===== src/rtl/lif_pkg.sv =====
// lif_pkg: shared encodings, FSM states, reset constants and saturation helper for the LIF layer
package lif_pkg;
    localparam logic [1:0] SEL_INPUTS  = 2'b00;
    localparam logic [1:0] SEL_WEIGHTS = 2'b01;
    localparam logic [1:0] SEL_THRESH  = 2'b10;
    localparam logic [1:0] SEL_PARAMS  = 2'b11;
    localparam int THRESH_INIT = 5;
    localparam int WEIGHT_INIT = 1;
    typedef enum logic [1:0] {IDLE, RUN, FINISH} state_t;
    function automatic int sat(input int v, input int bits);
        int lo;
        int hi;
        lo = -(1 <<< (bits - 1));
        hi = (1 <<< (bits - 1)) - 1;
        return v < lo ? lo : v > hi ? hi : v;
    endfunction
endpackage


===== src/rtl/lif_update.sv =====
// lif_update: one neuron's combinational integrate, leak, saturate, fire and refractory step
module lif_update
    import lif_pkg::*;
#(
    parameter int N_INPUTS = 16,
    parameter int W_BITS   = 2,
    parameter int MEM_BITS = 8,
    parameter int REF_BITS = 3
) (
    input  logic [N_INPUTS-1:0]        inputs,
    input  logic [N_INPUTS*W_BITS-1:0] weights,
    input  logic signed [MEM_BITS-1:0] mem,
    input  logic [REF_BITS-1:0]        ref_cnt,
    input  logic [MEM_BITS-2:0]        thresh,
    input  logic [2:0]                 shift,
    input  logic [REF_BITS-1:0]        ref_period,
    output logic signed [MEM_BITS-1:0] mem_next,
    output logic [REF_BITS-1:0]        ref_next,
    output logic                       spike
);
    localparam int SUM_W = $clog2(N_INPUTS) + W_BITS + 1;
    logic signed [SUM_W-1:0] sum;
    logic signed [MEM_BITS-1:0] leak;
    int v;
    always_comb begin
        sum = '0;
        for (int i = 0; i < N_INPUTS; i++)
            sum = inputs[i] ? sum + SUM_W'($signed(weights[i*W_BITS +: W_BITS])) : sum;
        leak = shift == 3'd0 ? '0 : mem >>> shift;
        v = sat(int'(mem) - int'(leak) + int'(sum), MEM_BITS);
        spike = ref_cnt == '0 && v >= int'(thresh);
        mem_next = ref_cnt != '0 ? '0 : spike ? MEM_BITS'(v - int'(thresh)) : MEM_BITS'(v);
        ref_next = ref_cnt != '0 ? ref_cnt - 1'b1 : spike ? ref_period : '0;
    end
endmodule


===== src/rtl/lif_layer_tdm.sv =====
// lif_layer_tdm: LIF neuron layer, one shared update datapath stepping through the neurons one per clock
module lif_layer_tdm
    import lif_pkg::*;
#(
    parameter int N_INPUTS  = 16,
    parameter int N_NEURONS = 4,
    parameter int W_BITS    = 2,
    parameter int MEM_BITS  = 8,
    parameter int REF_BITS  = 3
) (
    input  logic                 clk,
    input  logic                 rst_n,
    input  logic                 cfg_valid,
    output logic                 cfg_ready,
    input  logic [1:0]           cfg_sel,
    input  logic [7:0]           cfg_data,
    input  logic                 step,
    output logic                 busy,
    output logic                 done,
    output logic [N_NEURONS-1:0] spikes
);
    localparam int W_TOT = N_NEURONS * N_INPUTS * W_BITS;
    localparam int W_ROW = N_INPUTS * W_BITS;
    localparam int K_W   = $clog2(N_NEURONS);
    state_t state, state_next;
    logic [K_W-1:0] k;
    logic last;
    logic [N_INPUTS-1:0] inputs;
    logic [W_TOT-1:0] weights;
    logic [MEM_BITS-2:0] thresh;
    logic [2:0] shift;
    logic [REF_BITS-1:0] ref_period;
    logic signed [MEM_BITS-1:0] mem [N_NEURONS];
    logic [REF_BITS-1:0] ref_cnt [N_NEURONS];
    logic [N_NEURONS-1:0] spk_acc;
    logic signed [MEM_BITS-1:0] mem_next;
    logic [REF_BITS-1:0] ref_next;
    logic spike;
    assign last = k == K_W'(N_NEURONS - 1);
    assign cfg_ready = state == IDLE;
    assign busy = state != IDLE;
    assign done = state == FINISH;
    always_comb begin
        state_next = state;
        state_next = state == IDLE ? (step && !cfg_valid ? RUN : IDLE)
                   : state == RUN  ? (last ? FINISH : RUN)
                   : IDLE;
    end
    lif_update #(
        .N_INPUTS(N_INPUTS), .W_BITS(W_BITS), .MEM_BITS(MEM_BITS), .REF_BITS(REF_BITS)
    ) u_update (
        .inputs(inputs),
        .weights(weights[k*W_ROW +: W_ROW]),
        .mem(mem[k]),
        .ref_cnt(ref_cnt[k]),
        .thresh(thresh),
        .shift(shift),
        .ref_period(ref_period),
        .mem_next(mem_next),
        .ref_next(ref_next),
        .spike(spike)
    );
    always_ff @(posedge clk or negedge rst_n) begin
        if (!rst_n) begin
            state <= IDLE;
            k <= '0;
            inputs <= '0;
            weights <= {(N_NEURONS*N_INPUTS){W_BITS'(WEIGHT_INIT)}};
            thresh <= (MEM_BITS-1)'(THRESH_INIT);
            shift <= '0;
            ref_period <= '0;
            spk_acc <= '0;
            spikes <= '0;
            for (int n = 0; n < N_NEURONS; n++) begin
                mem[n] <= '0;
                ref_cnt[n] <= '0;
            end
        end else begin
            state <= state_next;
            if (cfg_valid && cfg_ready) begin
                case (cfg_sel)
                    SEL_INPUTS:  inputs <= {inputs[N_INPUTS-9:0], cfg_data};
                    SEL_WEIGHTS: weights <= {weights[W_TOT-9:0], cfg_data};
                    SEL_THRESH:  thresh <= cfg_data[MEM_BITS-2:0];
                    default: begin
                        shift <= cfg_data[2:0];
                        ref_period <= cfg_data[4 +: REF_BITS];
                    end
                endcase
            end
            if (state == RUN) begin
                mem[k] <= mem_next;
                ref_cnt[k] <= ref_next;
                spk_acc[k] <= spike;
                k <= last ? '0 : k + 1'b1;
            end
            // publish the whole vector at once so spikes never shows a half-updated timestep
            if (state == FINISH) spikes <= spk_acc;
        end
    end
endmodule


===== config.mk =====
export PLATFORM = sky130hd
export DESIGN_NAME = lif_layer_tdm
export DESIGN_NICKNAME = d
export VERILOG_FILES = /design/src/rtl/lif_pkg.sv /design/src/rtl/lif_update.sv /design/src/rtl/lif_layer_tdm.sv
export SDC_FILE = /design/constraint.sdc
export NUM_CORES = 1
export LEC_CHECK = 0
export BUFFER_PORTS_ARGS = -buffer_cell sky130_fd_sc_hd__buf_2
export CELL_PAD_IN_SITES_DETAIL_PLACEMENT = 1
export CELL_PAD_IN_SITES_GLOBAL_PLACEMENT = 1
export CORE_ASPECT_RATIO = 1.4
export CORE_MARGIN = 2
export CORE_UTILIZATION = 56
export DETAILED_ROUTE_END_ITERATION = 12
export GPL_TIMING_DRIVEN = 0
export PLACE_DENSITY_LB_ADDON = 0.1
export SKIP_CTS_REPAIR_TIMING = 1
export SYNTH_ARGS = -nofsm -noshare
export SYNTH_HDL_FRONTEND = slang
export SYNTH_SLANG_ARGS = --single-unit

===== constraint.sdc =====
create_clock -name clk -period 31.4 [get_ports clk]
set_input_delay 3.14 -clock clk [delete_from_list [all_inputs] [get_ports clk]]
set_output_delay 3.14 -clock clk [all_outputs]
set_load 0.01 [all_outputs]

==> After elaboration in Yosys (flattened, before gate mapping) <==
Index checks and enable logic that the tools add are counted.
{ "totals": {"output_inout_bits": 7, "latch_bits": 0, "mem_bits_rw": 0, "input_bits": 14, "regBits": 213, "elab_cells": 113, "n_memories": 0, "romBits": 0} }
{ "op_classes": {"shift": 2, "div": 0, "add_sub_neg": 20, "n_eq_ne": 5, "muxes": 43, "n_reduce_logical": 17, "n_lt_le_gt_ge": 7, "n_bitwise": 2, "mul": 0} }
{ "op_table": {"columns": ["op", "count"], "rows": [
  ["$shiftx 128x8->32", 1],
  ["$mux 7", 16],
  ["$add 7x2->7", 15],
  ["$mux 32", 2],
  ["$mux 8", 6],
  ["$bwmux 32", 1],
  ["$ge 32x8->1", 1],
  ["$gt 32x8->1 const B", 1],
  ["$lt 32x8->1 const B", 1],
  ["$bmux 8 s2", 1],
  ["$demux 8 s2", 1],
  ["$mux 3", 5],
  ["$bwmux 12", 1],
  ["$add 9x7->10", 1],
  ["$sub 8x8->9", 1],
  ["$mux 2", 4],
  ["$reduce_and 2->1", 4],
  ["$sshr 8x3->8", 1],
  ["$sub 8x8->8", 1],
  ["$bmux 3 s2", 1],
  ["$demux 3 s2", 1],
  ["$eq 2x2->1 const B", 3],
  ["$logic_not 3->1", 2],
  ["$logic_and 1x1->1", 5],
  ["17 further kinds", 20]
]} }

==> Longest topological paths before layout <==
Gate-level depths: netlist (run 1).
{ "depth": {"word_depth": 41, "depth_mapped": 107, "mapped_depth_nobuf": 103} }

==> Modules after synthesis <==
Synthesis (run 1) repeated with hierarchy kept, for this count alone.
{ "unflattened": {"cells_unflattened": 1467, "area_unflattened_um2": 16519.6} }
{ "by_module_without_submodules": {"columns": ["mod", "seq_area_each_um2", "area_per_inst_um2", "instances", "cells_each"], "rows": [
  ["lif_layer_tdm", 5412.7, 9850.7, 1, 525],
  ["lif_update", 0.0, 6668.9, 1, 942]
]} }

==> Worst setup path before layout (run 1) <==
Ideal clock, no wire load.
{ "synth_timing": {"path_type": "register -> register", "start": "reg k[0]", "end": "reg mem[27] (netlist name)", "path_stages_with_launch": 99, "setup_time_ns": 0.137, "period_less_slack_ns": 20.815, "required_ns": 31.263, "arrival_ns": 20.678, "slack_ns": 10.585, "n_path_buf": 6, "cell_sequence": "dfrtp_1 > buf_6 > buf_2 > buf_2 > buf_1 > mux4_2 > ha_1 > and2_1 > a31oi_1 > inv_1 > ha_1 > fa_1 > fa_1 > inv_1 > a21oi_1 > ha_1 > o21ai_0 > o21ai_0 > [63 not listed] > ha_1 > or2_2 > buf_1 > nand3_1 > a21oi_1 > or3_1 > o21bai_1 > ha_1 > fa_1 > nor2b_1 > o21ai_0 > a21boi_0 > o21a_1 > o221ai_1 > or2_2 > buf_2 > a31oi_1 > a21oi_1"} }
{ "synth_via": {"elab_chain_len": 41, "word_cells_on_any_way": 60, "classes_between": "add/sub (18); order compare (5); shift (2); mux (30); bitwise (1); reduce/logical (4)"} }
{ "synth_lines": {"columns": ["item", "line_no", "rtl"], "rows": [
  ["from (decl)", "lif_layer_tdm.sv:26", "logic [K_W-1:0] k;"],
  ["from (signal assigned)", "lif_layer_tdm.sv:95", "k <= last ? '0 : k + 1'b1;"],
  ["$shiftx 128x8->32", "lif_layer_tdm.sv:53", ".weights(weights[k*W_ROW +: W_ROW]),"],
  ["$mux 7", "lif_update.sv:28", "sum = inputs[i] ? sum + SUM_W'($signed(weights[i*W_BITS +: W_BITS])) : sum;"],
  ["$add 7x2->7", "lif_update.sv:28", null],
  ["$mux 7", "lif_update.sv:28", null],
  ["$add 7x2->7", "lif_update.sv:28", null],
  ["$mux 7", "lif_update.sv:28", null],
  ["$add 7x2->7", "lif_update.sv:28", null],
  ["$mux 7", "lif_update.sv:28", null],
  ["[23 not listed]", null, null],
  ["$mux 7", "lif_update.sv:28", null],
  ["$add 9x7->10", "lif_update.sv:30", "v = sat(int'(mem) - int'(leak) + int'(sum), MEM_BITS);"],
  ["$gt 32x8->1", "lif_pkg.sv:15", "return v < lo ? lo : v > hi ? hi : v;"],
  ["$mux 32 (2 in a row)", "lif_pkg.sv:15", null],
  ["$ge 32x8->1", "lif_update.sv:31", "spike = ref_cnt == '0 && v >= int'(thresh);"],
  ["$logic_and 1x1->1", "lif_update.sv:31", null],
  ["$mux 8 (2 in a row)", "lif_update.sv:32", "mem_next = ref_cnt != '0 ? '0 : spike ? MEM_BITS'(v - int'(thresh)) : MEM_BITS'(v);"],
  ["$bwmux 32 *", "lif_layer_tdm.sv:92", "mem[k] <= mem_next;"],
  ["to (signal, indexed assignment)", "lif_layer_tdm.sv:92", null],
  ["to (decl)", "lif_layer_tdm.sv:33", "logic signed [MEM_BITS-1:0] mem [N_NEURONS];"]
]} }
Every way passes the cells marked *; elsewhere a longest branch is shown, timed or not. The select of a mux whose other input is x is not followed.
A chain may end at the register's enable or synchronous reset.

==> Worst setup path in the final report (run 1) <==
{ "layout_timing": {"start": "reg k[0]", "end": "reg mem[24] (netlist name)"} }
Same word-level chain as after synthesis.

==> results of run 1 <==
-- cell usage in the layout (no fill, tap or decap), drive strengths merged, types with 10 or more instances in the layout --
master | Yosys | layout
o211ai | 11 | 11
a31oi | 22 | 22
mux2i | 11 | 11
or2 | 16 | 16
dfrtp | 147 | 147
ha | 106 | 106
nor3 | 16 | 16
a21o | 27 | 27
nor2 | 96 | 96
dfstp | 66 | 66
buf | 14 | 35
nand2b | 15 | 15
nand3 | 21 | 21
a21oi | 73 | 73
o21a | 26 | 26
nand2 | 119 | 119
o21ai | 112 | 112
o22ai | 11 | 11
inv | 107 | 107
mux4 | 41 | 41
xor2 | 14 | 14
o21bai | 10 | 10
a211oi | 24 | 24
or3 | 10 | 10
nor2b | 27 | 27
fa | 26 | 26
xnor2 | 32 | 32
mux2 | 159 | 159
clkbuf | 49 | 76
o31ai | 16 | 16
-- cell type report --
class,instances,area [um^2],share of cell area [%]
buffer,63,251.5,1.496
clock buffer,27,526.8,3.134
clock inverter,9,158.9,0.9453
inverter,110,414.1,2.464
multi-input combinational,1141,9445,56.19
sequential,213,5413,32.20
tap,370,462.9,2.754
timing repair buffer,21,137.6,0.8188
-- worst min path at each step --
stage,startpoint,end
floorplan,mem[15],mem[15]
CTS,ref_cnt[11],ref_cnt[11]
global route,ref_cnt[7],ref_cnt[7]
detailed placement,ref_cnt[11],ref_cnt[11]
global placement,mem[31],mem[31]
finish,ref_cnt[1],ref_cnt[1]
-- per-stage QoR --
stage | hold slack (ns) | utilization [%] | std cells | instance area (um^2) | setup WS [ns]
5_1_grt | 0.5030 | 61.18 | 1954 | 16810 | 3.742
2_1_floorplan | 0.4446 | - | 1527 | 15520 | 10.59
4_1_cts | 0.4839 | 61.18 | 1954 | 16810 | 5.325
3_5_place_dp | 0.4697 | 58.68 | 1918 | 16120 | 5.579
3_3_place_gp | 0.4578 | 58.53 | 1917 | 16080 | 6.181
6_report | 0.4816 | 61.18 | 1954 | 16810 | 5.290
-- per-layer routing --
layer	vias to the layer above	track usage (%)	wire, um
met5	-	0	0
met4	0	23.68	3750
met3	161	4.222	1713
met2	331	64.05	26540
met1	6392	38.85	18240
li1	5635	-	-
-- logic make-up after synthesis --
family | Yosys count
compound gates | 386
fa+ha+maj | 132
buf+inv | 173
mux | 211
other cells | 1
simple gates | 362
xor+xnor | 49
flops | 213
-- sequential cells by signal (all words and copies together) (netlist names) --
signal and flops:
ref_period 3, inputs 16, ref_cnt 12, spk_acc 4, thresh 7, weights 128, state 2, spikes 4
mem 32, k 2, shift 3
-- worst max-delay path: cells and delay by family (launching register included) --
| kind | cells | cell delay (ns) |
|---|---|---|
| mux | 4 | 1.24 |
| flops | 1 | 0.40 |
| simple gates | 20 | 4.27 |
| xor+xnor | 11 | 2.43 |
| fa+ha+maj | 21 | 7.03 |
| buf+inv | 12 | 2.76 |
| compound gates | 30 | 7.84 |
==> results by group, run 1 <==
Yosys
  • Top cells by area, synth: dfrtp_1 (24%), mux2_2 (12%), dfstp_2 (11%)
  • Post-synth net total: 1673
  • Simple-Gate Fraction of Synth Area: 11.09%
  • Synth area leader: dfrtp_1
  • Count of state elements after synthesis: 213
  • Top-count cell post-synth: mux2_2
  • Main synth FF type: dfrtp_1
  • EDFF count, synth: 0
  • Avg Inst Size Synth: between 10 and 15 um^2
  • Largest family of logic cells by synthesized area: multiplexers
  • Fraction of registers with async set/reset: between 90% and 100%
  • Netlist cell types: 86
  • Commonest cells in the netlist: mux2_2 (159), dfrtp_1 (147), nand2_1 (119)
  • Multiplexer area fraction after synthesis: 18.27%
  • Synth Area in Compound Gates: between 15 and 20%
  • Seq/Total Area, Yosys: between 30% and 40%
  • XOR/XNOR Fraction of Synth Area: between 3 and 4%
  • Netlist Area Pre-Place: 0.01552 mm^2
  • YS warnings: 0
  • Syn Inst Count: roughly 1.5k
  • Post-synth top area share: between 20% and 30%
  • Synth Area in Adders: a little under an eighth

Clock network
  • CTS Buf Count: 20
  • CTS Buffer Depth: 3
  • CTS sink cnt: ~210
  • CTS tree: built
  • H-tree depth: 1
  • Clock transition at path regs: 0.07 ns
  • CTS root buf: clkbuf_16
  • Clock Latency Late Sink: about 0.54 ns

Floorplan
  • CORE AREA: 0.02748 mm^2
  • Initial Util: between 50 and 60%
  • Die span in y: between 200 and 250 um
  • I/O pins: 21
  • Die ar.: ~0.029 mm^2
  • Num rows: just over 70
  • Horiz. Die Dim: 144.7 um

Setup path
  • CP required: between 30 and 40 ns
  • Most used cell, CP: ha_1
  • Worst-path fanout max: 10
  • Reg-to-reg slack, setup: 5.29 ns
  • Slowest-stage cell, CP: a2111oi_1
  • R2r worst-path depth: just under 100
  • Crit path capture: mem[24]
  • Nature of the critical path endpoint: flip-flop
  • Startpoint Class: flip-flop
  • Crit path kind: reg -> reg
  • Worst path max stage delay: ~0.97 ns
  • Crit. Startpoint: k[0]
  • Worst EP arrival: 26.55 ns
  • Worst R2R End: mem[24]
  • Worst reg2reg path startpoint: k[0]

Global routing
  • Antenna violations before repair: 0
  • GRT overflow: 0
  • Overall Global Routing Usage: 35.72%
  • Largest net degree at the start of global routing: between 100 and 150
  • First-pass GRT wire length: ~78000 um
  • Vias in the first global route: 13.79k

Worst hold path
  • Hold Path Stages: 2
  • Min-Delay Path Class: reg -> reg

Drt
  • Final WL: 50250 um
  • Avg WL per Cell: roughly 26 um
  • Vias per cell: ~6.4
  • Via count: 12.52k
  • First drt pass iteration count: 4
  • Antenna-violating nets left: 0
  • DRC: 0
  • Initial drt markers: approximately 550

Timing
  • Final count of negative-setup-slack endpoints: 0
  • Clock skew: around 0.021 ns
  • Max Slew Vio Count: 0
  • Min cycle time layout: around 26 ns
  • Relative slew slack: 28.01%
  • Period utilization: between 80 and 90%
  • RSZ-0062 raised after global routing: false
  • Setup_tns: 0 ns
  • Final hold violations: 0
  • Slew @ Worst Pin: roughly 1.1 ns
  • Maximum clock rate: between 0.03 and 0.04 GHz

Final layout
  • N_diodes: 0
  • Share of post-route cells with drive strength above 1: between 20% and 30%
  • Final net count: 1716
  • Area delta synth->final: 8.321%
  • # fillers: between 3k and 4k

Placement
  • RD Place Congestion: 0.8987
  • Hpwl dp: approximately 38000 um
  • I/O Buffers: 20

Status
  • Outcome: completed

Flow run
  • MaxCap Viol Count: 0
Power of run 1 is not shown: default switching activity piles up to over one toggle a cycle in this logic, so the estimate is an artifact.
==> run 2, diff against run 1 <==
--- a/config.mk
+++ b/config.mk
@@ -10,7 +10,7 @@
 export CELL_PAD_IN_SITES_GLOBAL_PLACEMENT = 1
 export CORE_ASPECT_RATIO = 1.4
 export CORE_MARGIN = 2
-export CORE_UTILIZATION = 56
+export CORE_UTILIZATION = 47
 export DETAILED_ROUTE_END_ITERATION = 12
 export GPL_TIMING_DRIVEN = 0
 export PLACE_DENSITY_LB_ADDON = 0.1
==> constraint.sdc (replaced) <==
create_clock -name clk -period 22.6 [get_ports clk]
set_input_delay 2.26 -clock clk [delete_from_list [all_inputs] [get_ports clk]]
set_output_delay 2.26 -clock clk [all_outputs]
set_load 0.01 [all_outputs]
==> run 2 against run 1 <==
  * Sequential cell count is the same
  * Critical path depth is 1 higher
  * Global-route usage down 7.3 points
  * Register-to-register slack got worse by 4.4 ns
  * Final cell count is 5.3% higher
  * Critical path type unchanged
  * Highest routed layer unchanged
==> results by group, run 2 (synthesis gave the netlist of run 1 again) <==
Clock network
  • CTS root buf: clkbuf_16 (unchanged)
  • CTS Buf Count: 21 (was 20)
  • Clock transition at path regs: 0.07 ns (about the same)
  • CTS Buffer Depth: 3 (unchanged)
  • Clock Latency Late Sink: 0.53 ns (was 0.54 ns)
  • CTS sink cnt: 213 (unchanged)
  • H-tree depth: 1 (unchanged)
  • CTS tree: built (unchanged)

Final layout
  • Final net count: 1749 (was 1716)
  • Top reg by flops: weights (unchanged)
  • # fillers: 3541 (was 3055)
  • Commonest non-fill, non-tap cells in the layout: mux2_2 (159), dfrtp_1 (145), nand2_1 (114), inv_1 (105), o21ai_0 (96) (was mux2_2 (159), dfrtp_1 (147), nand2_1 (119), o21ai_0 (111), ha_1 (106))
  • Area delta synth->final: 14.66% (was 8.321%)
  • Most common cell after layout, fill and taps aside: mux2_2 (unchanged)
  • N_diodes: 0 (unchanged)
  • Number of flip-flops under the largest register name: 128 (unchanged)
  • Top Registers: weights (128), mem (32), inputs (16) (unchanged)
  • Final core utilization: 54.75% (was 61.18%)
  • Share of post-route cells with drive strength above 1: 29.42% (was 22.66%)
  • Non-filler instance count after layout: 2058 (was 1954)

Drt
  • Antenna-violating nets left: 0 (unchanged)
  • Via count: 12.36k (was 12.52k)
  • Vias per cell: 6.004 (was 6.407)
  • Final WL: 48990 um (was 50250 um)
  • DRC: 0 (unchanged)
  • First drt pass iteration count: 5 (was 4)
  • Avg WL per Cell: 23.80 um (was 25.71 um)
  • Initial drt markers: 572 (was 554)

Global routing
  • Vias in the first global route: 13.38k (was 13.79k)
  • Overall Global Routing Usage: 28.46% (was 35.72%)
  • Largest net degree at the start of global routing: 118 (was 109)
  • GRT overflow: 0 (unchanged)
  • Antenna violations before repair: 0 (unchanged)
  • First-pass GRT wire length: 74980 um (was 78440 um)

Timing
  • Setup ws final: 0.8864 ns (was 5.290 ns)
  • Maximum clock rate: 0.04605 GHz (was 0.03830 GHz)
  • Period utilization: 96.08% (was 83.15%)
  • Clock skew: 0.02178 ns (was 0.02130 ns)
  • Final count of negative-setup-slack endpoints: 0 (unchanged)
  • Max Slew Vio Count: 0 (unchanged)
  • Relative slew slack: 15.37% (was 28.01%)
  • Min cycle time layout: 21.71 ns (was 26.11 ns)
  • Final hold violations: 0 (unchanged)
  • Slew @ Worst Pin: 1.259 ns (was 1.077 ns)
  • Setup_tns: 0 ns (unchanged)

Floorplan
  • I/O pins: 21 (unchanged)
  • Die ar.: 0.03451 mm^2 (was 0.02908 mm^2)
  • CORE AREA: 0.03250 mm^2 (was 0.02748 mm^2)
  • Die span in y: 219 um (was 201.0 um)
  • Horiz. Die Dim: 157.6 um (was 144.7 um)
  • Initial Util: 47.75% (was 56.48%)
  • Num rows: 78 (was 72)

Setup path
  • Crit path kind: reg -> reg (unchanged)
  • Worst reg2reg path startpoint: k[1] (was k[0])
  • Most used cell, CP: ha_1 (unchanged)
  • Reg-to-reg slack, setup: 0.89 ns (was 5.29 ns)
  • Instance count on the critical path: 99 (was 98)
  • R2r worst-path depth: 99 (was 98)
  • Startpoint Class: flip-flop (unchanged)
  • Crit. Startpoint: k[1] (was k[0])
  • Worst path buffer plus inverter count: 7 (was 12)
  • Delay-heaviest family, CP: compound AO/OA/AOI/OAI gates (unchanged)
  • CP required: 22.97 ns (was 31.84 ns)
  • Worst EP arrival: 22.08 ns (was 26.55 ns)
  • Worst-path fanout max: 10 (unchanged)
  • Worst R2R End: mem[25] (was mem[24])
  • Crit path capture: mem[25] (was mem[24])
  • Slowest-stage cell, CP: fa_1 (was a2111oi_1)
  • Worst path max stage delay: 0.56 ns (was 0.97 ns)
  • Nature of the critical path endpoint: flip-flop (unchanged)

Status
  • Outcome: completed (unchanged)

Placement
  • Hpwl dp: 37170 um (was 37740 um)
  • I/O Buffers: 20 (unchanged)
  • RD Place Congestion: 0.8455 (was 0.8987)
  • Place WS: -3.362 ns (was 5.579 ns)
  • Dpl cells: 1988 (was 1918)

Flow run
  • MaxCap Viol Count: 0 (unchanged)

Worst hold path
  • Min-Delay Path Class: reg -> reg (unchanged)
## run 2: changes by cell type in the layout (fill, tap and decap cells not counted), moves of 6 or more
cell and delta:
a31oi_1 -7, a21oi_1 -7, ha_1 -12, a211oi_1 -9
a211oi_2 +6, o21ai_0 -15, ha_4 +8, a21oi_2 +7
a31oi_4 +6, o21ai_1 +11, buf_4 +37
## run 2: worst min-delay path by stage
stage | start | to | slack (ns) | cells past startpoint
6_report | ref_cnt[1] | ref_cnt[1] | 0.48 | 2
5_1_grt | state[1] | state[0] | 0.52 | 1
4_1_cts | ref_cnt[1] | ref_cnt[1] | 0.48 | 2
3_5_place_dp | ref_cnt[6] | ref_cnt[6] | 0.47 | 2
3_3_place_gp | ref_cnt[10] | ref_cnt[10] | 0.46 | 2
2_1_floorplan | mem[15] | mem[15] | 0.44 | 2
## run 2: metal layers
| metal | vias to the layer above | wire length, um | global-route usage, % |
|---|---|---|---|
| li1 | 5696 | - | - |
| met1 | 6355 | 17990 | 30.29 |
| met2 | 200 | 27120 | 55.12 |
| met3 | 105 | 1163 | 2.212 |
| met4 | 0 | 2720 | 14.70 |
| met5 | - | 0 | 0 |
## run 2: worst min-delay path: cells and delay by family (launching register included)
family | cells | cell delay [ns]
flip-flops | 1 | 0.34
AO/OA/AOI/OAI | 1 | 0.06
AND/OR/NAND/NOR | 1 | 0.05
## run 2: final cells by class
type,count,area (um^2),area share (%)
multi-input cells,1141,9963,55.99
flip-flops and latches,213,5415,30.43
clock buffers,30,610.6,3.432
well taps,440,550.5,3.094
inverters,110,414.1,2.328
repair buffers,56,400.4,2.250
plain buffers,60,316.6,1.779
clock inverters,8,122.6,0.6891
## run 2: through the flow
| step | hold WS [ns] | area, um^2 |
|---|---|---|
| 3_3_place_gp | 0.4568 | 16170 |
| 4_1_cts | 0.4840 | 16940 |
| 6_report | 0.4806 | 17790 |
| 3_5_place_dp | 0.4700 | 16210 |
| 5_1_grt | 0.5196 | 17790 |
| 2_1_floorplan | 0.4446 | 15520 |
Power of run 2 is left out for the same reason.
